<file path="config.mk">
export PLATFORM = sky130hd
export DESIGN_NAME = regfile_op_sequencer
export DESIGN_NICKNAME = d
export VERILOG_FILES = /design/src/rtl/regfile_op_sequencer.sv
export SDC_FILE = /design/constraint.sdc
export NUM_CORES = 1
export LEC_CHECK = 0
export CORE_MARGIN = 5
export CORE_UTILIZATION = 50
export DETAILED_ROUTE_END_ITERATION = 6
export HOLD_SLACK_MARGIN = 0.03
export PLACE_DENSITY = 0.78
export SYNTH_ARGS = -nofsm -noshare
export SYNTH_HDL_FRONTEND = slang
export SYNTH_SLANG_ARGS = --single-unit
</file>
<file path="constraint.sdc">
create_clock -name clk -period 3.8 [get_ports clk]
set_input_delay 0.38 -clock clk [delete_from_list [all_inputs] [get_ports clk]]
set_output_delay 0.38 -clock clk [all_outputs]
set_load 0.1 [all_outputs]
</file>
<file path="src/rtl/regfile_op_sequencer.sv">
// Four-state operation sequencer (IDLE/READ/EXEC/WB) driving an external
// 8-entry register file: read operands, execute one ALU op, write back.
module regfile_op_sequencer #(
    parameter int N = 8,
    parameter int A = 3
) (
    input  logic         clk,
    input  logic         rst,
    input  logic         instr_valid,
    output logic         instr_ready,
    input  logic [2:0]   op,
    input  logic [A-1:0] rd,
    input  logic [A-1:0] rs1,
    input  logic [A-1:0] rs2,
    input  logic [N-1:0] imm,
    output logic [A-1:0] ra1,
    output logic [A-1:0] ra2,
    input  logic [N-1:0] rd1,
    input  logic [N-1:0] rd2,
    output logic [A-1:0] wa3,
    output logic [N-1:0] wd3,
    output logic         we3,
    output logic         done,
    output logic         flag_z,
    output logic         flag_c
);

    typedef enum logic [1:0] {
        IDLE = 2'd0,
        READ = 2'd1,
        EXEC = 2'd2,
        WB   = 2'd3
    } state_t;

    localparam logic [2:0] OP_ADD  = 3'b000;
    localparam logic [2:0] OP_SUB  = 3'b001;
    localparam logic [2:0] OP_AND  = 3'b010;
    localparam logic [2:0] OP_OR   = 3'b011;
    localparam logic [2:0] OP_XOR  = 3'b100;
    localparam logic [2:0] OP_ADDI = 3'b101;
    localparam logic [2:0] OP_LI   = 3'b110;
    localparam logic [2:0] OP_NOP  = 3'b111;

    state_t       state_r;
    state_t       state_next_s;
    logic         accept_s;
    logic [2:0]   op_r;
    logic [N-1:0] imm_r;
    logic [N-1:0] opa_r;
    logic [N-1:0] opb_r;
    logic [N:0]   alu_s;

    // Bit N carries the carry-out for ADD/ADDI and the borrow for SUB.
    function automatic logic [N:0] alu(input logic [2:0] f_op, input logic [N-1:0] a,
                                       input logic [N-1:0] b, input logic [N-1:0] k);
        logic [N:0] r;
        case (f_op)
            OP_ADD:  r = {1'b0, a} + {1'b0, b};
            OP_SUB:  r = {1'b0, a} - {1'b0, b};
            OP_AND:  r = {1'b0, a & b};
            OP_OR:   r = {1'b0, a | b};
            OP_XOR:  r = {1'b0, a ^ b};
            OP_ADDI: r = {1'b0, a} + {1'b0, k};
            OP_LI:   r = {1'b0, k};
            default: r = {(N+1){1'b0}};
        endcase
        return r;
    endfunction

    assign accept_s = instr_valid && (state_r == IDLE);
    assign alu_s    = alu(op_r, opa_r, opb_r, imm_r);

    // Next-state decode for the fixed one-cycle-per-state sequence.
    always_comb begin
        state_next_s = state_r;
        case (state_r)
            IDLE: begin
                if (accept_s) begin
                    state_next_s = READ;
                end else begin
                    state_next_s = IDLE;
                end
            end
            READ:    state_next_s = EXEC;
            EXEC:    state_next_s = WB;
            WB:      state_next_s = IDLE;
            default: state_next_s = IDLE;
        endcase
    end

    // State, latched fields, operands, result and all registered outputs.
    always_ff @(posedge clk or posedge rst) begin
        if (rst) begin
            state_r     <= IDLE;
            instr_ready <= 1'b1;
            op_r        <= 3'b000;
            imm_r       <= {N{1'b0}};
            opa_r       <= {N{1'b0}};
            opb_r       <= {N{1'b0}};
            ra1         <= {A{1'b0}};
            ra2         <= {A{1'b0}};
            wa3         <= {A{1'b0}};
            wd3         <= {N{1'b0}};
            we3         <= 1'b0;
            done        <= 1'b0;
            flag_z      <= 1'b0;
            flag_c      <= 1'b0;
        end else begin
            state_r     <= state_next_s;
            instr_ready <= (state_next_s == IDLE);
            we3         <= 1'b0;
            done        <= 1'b0;
            case (state_r)
                IDLE: begin
                    if (accept_s) begin
                        op_r  <= op;
                        imm_r <= imm;
                        ra1   <= rs1;
                        ra2   <= rs2;
                        wa3   <= rd;
                    end
                end
                READ: begin
                    opa_r <= rd1;
                    opb_r <= rd2;
                end
                EXEC: begin
                    done <= 1'b1;
                    // NOP keeps the previous result and flags visible.
                    if (op_r != OP_NOP) begin
                        we3    <= 1'b1;
                        wd3    <= alu_s[N-1:0];
                        flag_c <= alu_s[N];
                        flag_z <= (alu_s[N-1:0] == {N{1'b0}});
                    end
                end
                WB: begin
                    we3 <= 1'b0;
                end
                default: begin
                    we3 <= 1'b0;
                end
            endcase
        end
    end

endmodule

</file>
; Word level (Yosys, flattened, before mapping)
; Index checks and enable logic that the tools add are counted.
[totals]
reg_bits = 51
inputBits = 39
out_inout_bits = 22
wordCells = 43
[classes]
add_sub_neg = 3
n_eq_ne = 10
n_mux = 6
bitwise_logic = 3
n_reduce_logical = 7
[ops]
columns = cell, count
row1 = one-hot mux 9 bit (7 select lines), 1
row2 = adder 8 x 8 -> 9 bit, 2
row3 = equality test 3 bit (second input constant), 3
row4 = subtractor 8 x 8 -> 9 bit, 1
row5 = bitwise AND 8 bit, 1
row6 = logical NOT 8 bit, 1
row7 = bitwise OR 8 bit, 1
row8 = one-hot mux 2 bit (4 select lines), 1
row9 = XOR 8 bit, 1
row10 = equality test 3 x 2 -> 1 bit (second input constant), 2
row11 = equality test 2 bit (second input constant), 2
row12 = logical NOT 2 bit, 2
row13 = 2-to-1 mux 1 bit, 4
row14 = AND reduction 2 bit, 2
row15 = equality test 3 x 1 -> 1 bit (second input constant), 1
row16 = logical NOT 3 bit, 1
row17 = inequality test 3 bit (second input constant), 1
row18 = equality test 2 x 1 -> 1 bit (second input constant), 1
row19 = logical AND 1 bit, 1

; Logic depth before layout (Yosys ltp)
[depth]
word_depth = 5
ltp_mapped = 16
depth_no_buf = 14

; Worst setup path after synthesis
; No wires, ideal clock.
[synth_path]
path_kind = register -> register
start = register op_r[0]
end = register flag_z
setup_time_ps = 92
arrival_time_ps = 3084
t_required_ps = 3708
slack_ps = 624
stages_incl_launch_ff = 17
n_path_buf = 2
synth_period_minus_slack_ps = 3176
cell_sequence = dfrtp_1 buf_2 buf_2 nand2b_1 nor2_1 nand2_1 o21ai_0 ha_1 inv_1 fa_1 nand2b_1 a21oi_1 or4b_1 o211ai_1 a21oi_1 or4b_1 o31ai_2
[synth_between]
elab_chain_len = 3
word_cells_on_any_way = 11
cone_classes = eq/ne: 7 / mux: 1 / reduce/logical: 3
[synth_lines]
columns = item, line
row1 = from (decl), 47  ; logic [2:0] op_r;
row2 = from (signal assigned), 116  ; op_r <= op;
row3 = "equality test 3 bit, or another cell as far along", 57  ; case (f_op)
row4 = one-hot mux 9 bit (7 select lines), 57
row5 = logical NOT 8 bit, 134  ; flag_z <= (alu_s[N-1:0] == {N{1'b0}});
row6 = to (signal assigned), 134
row7 = to (decl), 24  ; output logic flag_z,
; Parallel ways exist; a longest one is shown, timed or not.
; A chain may end at the register's enable or synchronous reset.

; Final worst setup path
[layout_path]
start = register op_r[1]
end = register flag_z
; The elaborated chain is that of the path after synthesis.

==> parameters.txt <==
Parameter                              Value

Synth
  Largest cells by area after synthesis    dfrtp_1 (40%), ha_1 (11%), mux2_2 (8.7%), o21ai_0 (5.5%), nand2_1 (4.5%)
  Syn Area/Cell    9.715 um^2
  Seq/Total Area, Yosys    0.4122
  Post-synth net total    about 390
  Post-synthesis cell type count    50
  Top flip-flop cell by instance count after synthesis    dfrtp_1
  Flip-flop and latch count after synthesis    51
  Dominant combinational cell family by area after synthesis    compound AO/OA/AOI/OAI gates
  Post-synth top area cell    dfrtp_1
  Synth top area share    0.4037
  Post-Synth XOR/XNOR Area    0.01130
  Number of standard cells after synthesis    319
  Simple-gate area share of the yosys netlist    0.1199
  Mux share of post-synthesis cell area    0.1191
  Number of enable-type register cells in the synthesized netlist    0
  Synthesized-area fraction occupied by ao, oa, aoi and oai cells    0.1631
  Async set-or-reset flop fraction in the synthesized netlist    1.000
  Synth Warn #    0
  Fraction of the mapped netlist area in adder cells    0.1195
  Area of the mapped netlist    slightly above 0.003 mm^2

STA
  Share of the clock period used by the worst path    0.8466
  Worst clock skew    between 8 and 9 ps
  Setup TNS after final layout    0 ps
  Maximum clock frequency    310.9 MHz
  Slew at the pin with the worst max-slew slack    1056 ps
  Max-slew violations    0
  Final Hold Viols    0
  Worst setup margin    583.0 ps
  Max transition margin    0.2960
  Final critical path time including I/O delays and setup    3217 ps
  Setup repair after global routing missed its margin    false
  Endpoints failing setup    0

Finish
  Number of nets in the layout    between 400 and 500
  Final Instance Count excl. Fillers    about 450
  Share of final-layout standard cells stronger than drive strength 1    0.1217
  Layout Area Growth over Synthesis    24.67%
  Total inserted antenna cells    0

Worst hold path
  Min-Delay Startpoint    wd3[6]
  Cells on Worst Hold Path    2
  Kind of path behind the tightest hold check    reg2reg
  Worst hold endpoint    wd3[6]

Clocking
  CTS Buffer Depth    2
  Number of CTS-inserted buffers    5
  Clock sink count    51
  Post-CTS setup buffer count    0
  Clock root buffer master    clkbuf_8
  CTS H-tree lvls    2
  Hold buffer count at CTS    0
  Post-cts resize count    0
  Clock slew at reported path FFs    90 ps
  Worst skew pair latency    310 ps
  CTS tree    built

Setup path
  Critical path class    reg2reg
  Required time at the worst-slack endpoint    4030 ps
  Worst R2R Setup Slack    580 ps
  Type of destination of the critical path    flip-flop
  Data arrival time at the worst-slack endpoint    3450 ps
  Worst-case reg-to-reg path depth    14
  Critical register-to-register path startpoint    op_r[1]
  Worst Setup Start Kind    flip-flop
  Crit path max fanout    6
  Endpoint of the worst register-to-register path    flag_z

Place
  PortBufs    60
  Post-place setup slack    624.5 ps
  DP HPWL    5387 um
  Post-Place Cells    approximately 450
  Routability cong.    0.8762

Global route
  M2 GR Usage    0.3435
  Wire length of the first global-routing pass    ~12,000 um
  GR Util All Layers    0.1935
  Global routing usage on met1    0.2247
  Vias in the first global route    2,541
  GR Layer Usage met3    0.04283
  Pin count of the biggest net entering global routing    52
  Gr busiest metal    met2
  Total global routing overflow    0
  Antenna violations before repair    0

Floorplanning
  Die extent in x    88.73 um
  Initial standard-cell utilization of the core    0.5173
  Number of I/O pins    roughly 60
  Core area    0.005991 mm^2
  Die outline height    88.73 um
  Standard-cell row count    28
  Area of the die    roughly 0.0079 mm^2

Route
  DRC viols    0
  Detailed-route vias per instance    5.570
  Final wirelength    7113 um
  Number of vias after detailed routing    roughly 2,500
  First-pass DRT Iterations    4
  Post-detailed-route count of antenna-violating nets    0
  Drt wl/cell    15.70 um
  Number of DRC markers in iteration 0    159

Job
  Number of max-capacitance violations reported    0

Run status
  Result of the run    finished, final reports clean
==> metal layers <==
layer	up-vias	part of all wire
met5	-	0
met4	0	0.023
met3	18	0.064
met2	71	0.51
met1	1200	0.40
li1	1234	-
==> synth_stat cells, types with 4 or more instances <==
master,instances
nand2_1,37
dfrtp_1,50
clkbuf_1,8
a22oi_1,6
nor2_1,15
o21ai_0,34
inv_1,23
mux2_2,24
xnor2_1,4
o21ai_1,4
mux2i_1,5
a21oi_1,16
nand3_1,5
nand2b_1,6
ha_1,28
nor3_1,6
==> layout by cell type, fill, tap and decap left out, types with 2 or more instances in the layout <==
| cell | synthesis | final |
|---|---|---|
| nor3_1 | 6 | 6 |
| mux2_2 | 24 | 24 |
| inv_1 | 23 | 22 |
| xnor2_1 | 4 | 4 |
| mux2_1 | 3 | 3 |
| a21oi_1 | 16 | 16 |
| ha_1 | 28 | 28 |
| o221ai_1 | 2 | 2 |
| clkdlybuf4s50_1 | 0 | 60 |
| dfrtp_1 | 50 | 50 |
| a31oi_1 | 3 | 3 |
| clkbuf_8 | 0 | 5 |
| o22ai_1 | 3 | 3 |
| nor2_1 | 15 | 15 |
| mux2i_1 | 5 | 5 |
| nand3_1 | 5 | 5 |
| nand2b_1 | 6 | 6 |
| inv_2 | 2 | 3 |
| o21ai_0 | 34 | 34 |
| and3_1 | 2 | 2 |
| a211oi_1 | 2 | 2 |
| nand2_1 | 37 | 37 |
| a22oi_1 | 6 | 6 |
| buf_4 | 1 | 4 |
| nor2b_1 | 2 | 2 |
| or4b_1 | 2 | 2 |
| o21ai_1 | 4 | 4 |
==> worst max path at each step <==
stage / start / end / slack (ps) / cells past startpoint
6_report: op_r[1] / flag_z / 580 / 14
5_1_grt: op_r[1] / flag_z / 230 / 14
4_1_cts: op_r[2] / flag_z / 590 / 12
3_5_place_dp: op_r[2] / flag_z / 620 / 12
3_3_place_gp: op_r[1] / flag_z / 790 / 14
2_1_floorplan: op_r[0] / flag_z / 620 / 16
==> sequential cells by signal, indices dropped and copies added, names as in the netlist, 2 cells and up <==
register	cells
imm_r	8
ra2	3
wd3	8
opa_r	8
op_r	3
wa3	3
ra1	3
opb_r	8
state_r	2
==> cells by family after synthesis <==
family / after synthesis
AND/OR/NAND/NOR: 80
AO/OA/AOI/OAI: 83
multiplexers: 33
flip-flops: 51
buffers and inverters: 39
XOR/XNOR: 4
adder cells (fa/ha/maj): 29
==> worst max-delay path: stages (launching register included) <==
cell	delay, ps
dfrtp_1	380
nand2b_1	150
nor2_1	360
nand2_1	90
o21ai_0	90
ha_1	200
inv_1	50
fa_1	380
nand2b_1	210
a21oi_1	170
or4b_1	140
o211ai_1	80
a21oi_1	180
or4b_1	480
o31ai_2	180
==> stage by stage <==
| step | instance area, um^2 | utilization | hold WS (ps) |
|---|---|---|---|
| 6_report | 3864 | 0.6449 | 495.0 |
| 5_1_grt | 3864 | 0.6449 | 527.8 |
| 4_1_cts | 3864 | 0.6449 | 499.3 |
| 3_5_place_dp | 3754 | 0.6266 | 476.4 |
| 3_3_place_gp | 3754 | 0.6266 | 473.3 |
| 2_1_floorplan | 3099 | - | 496.8 |
==> final cells by class <==
cell class | count | area (um^2)
Fill cell | 522 | 2127
Multi-Input combinational cell | 229 | 1652
Sequential cell | 51 | 1277
Timing Repair Buffer | 64 | 630.6
Inverter | 26 | 100.1
Tap cell | 75 | 93.84
Clock buffer | 6 | 72.57
Clock inverter | 2 | 37.54
Power is left out: the tool's default activity adds up to more than one toggle a clock period on the data nets, which glitch-free logic cannot reach.
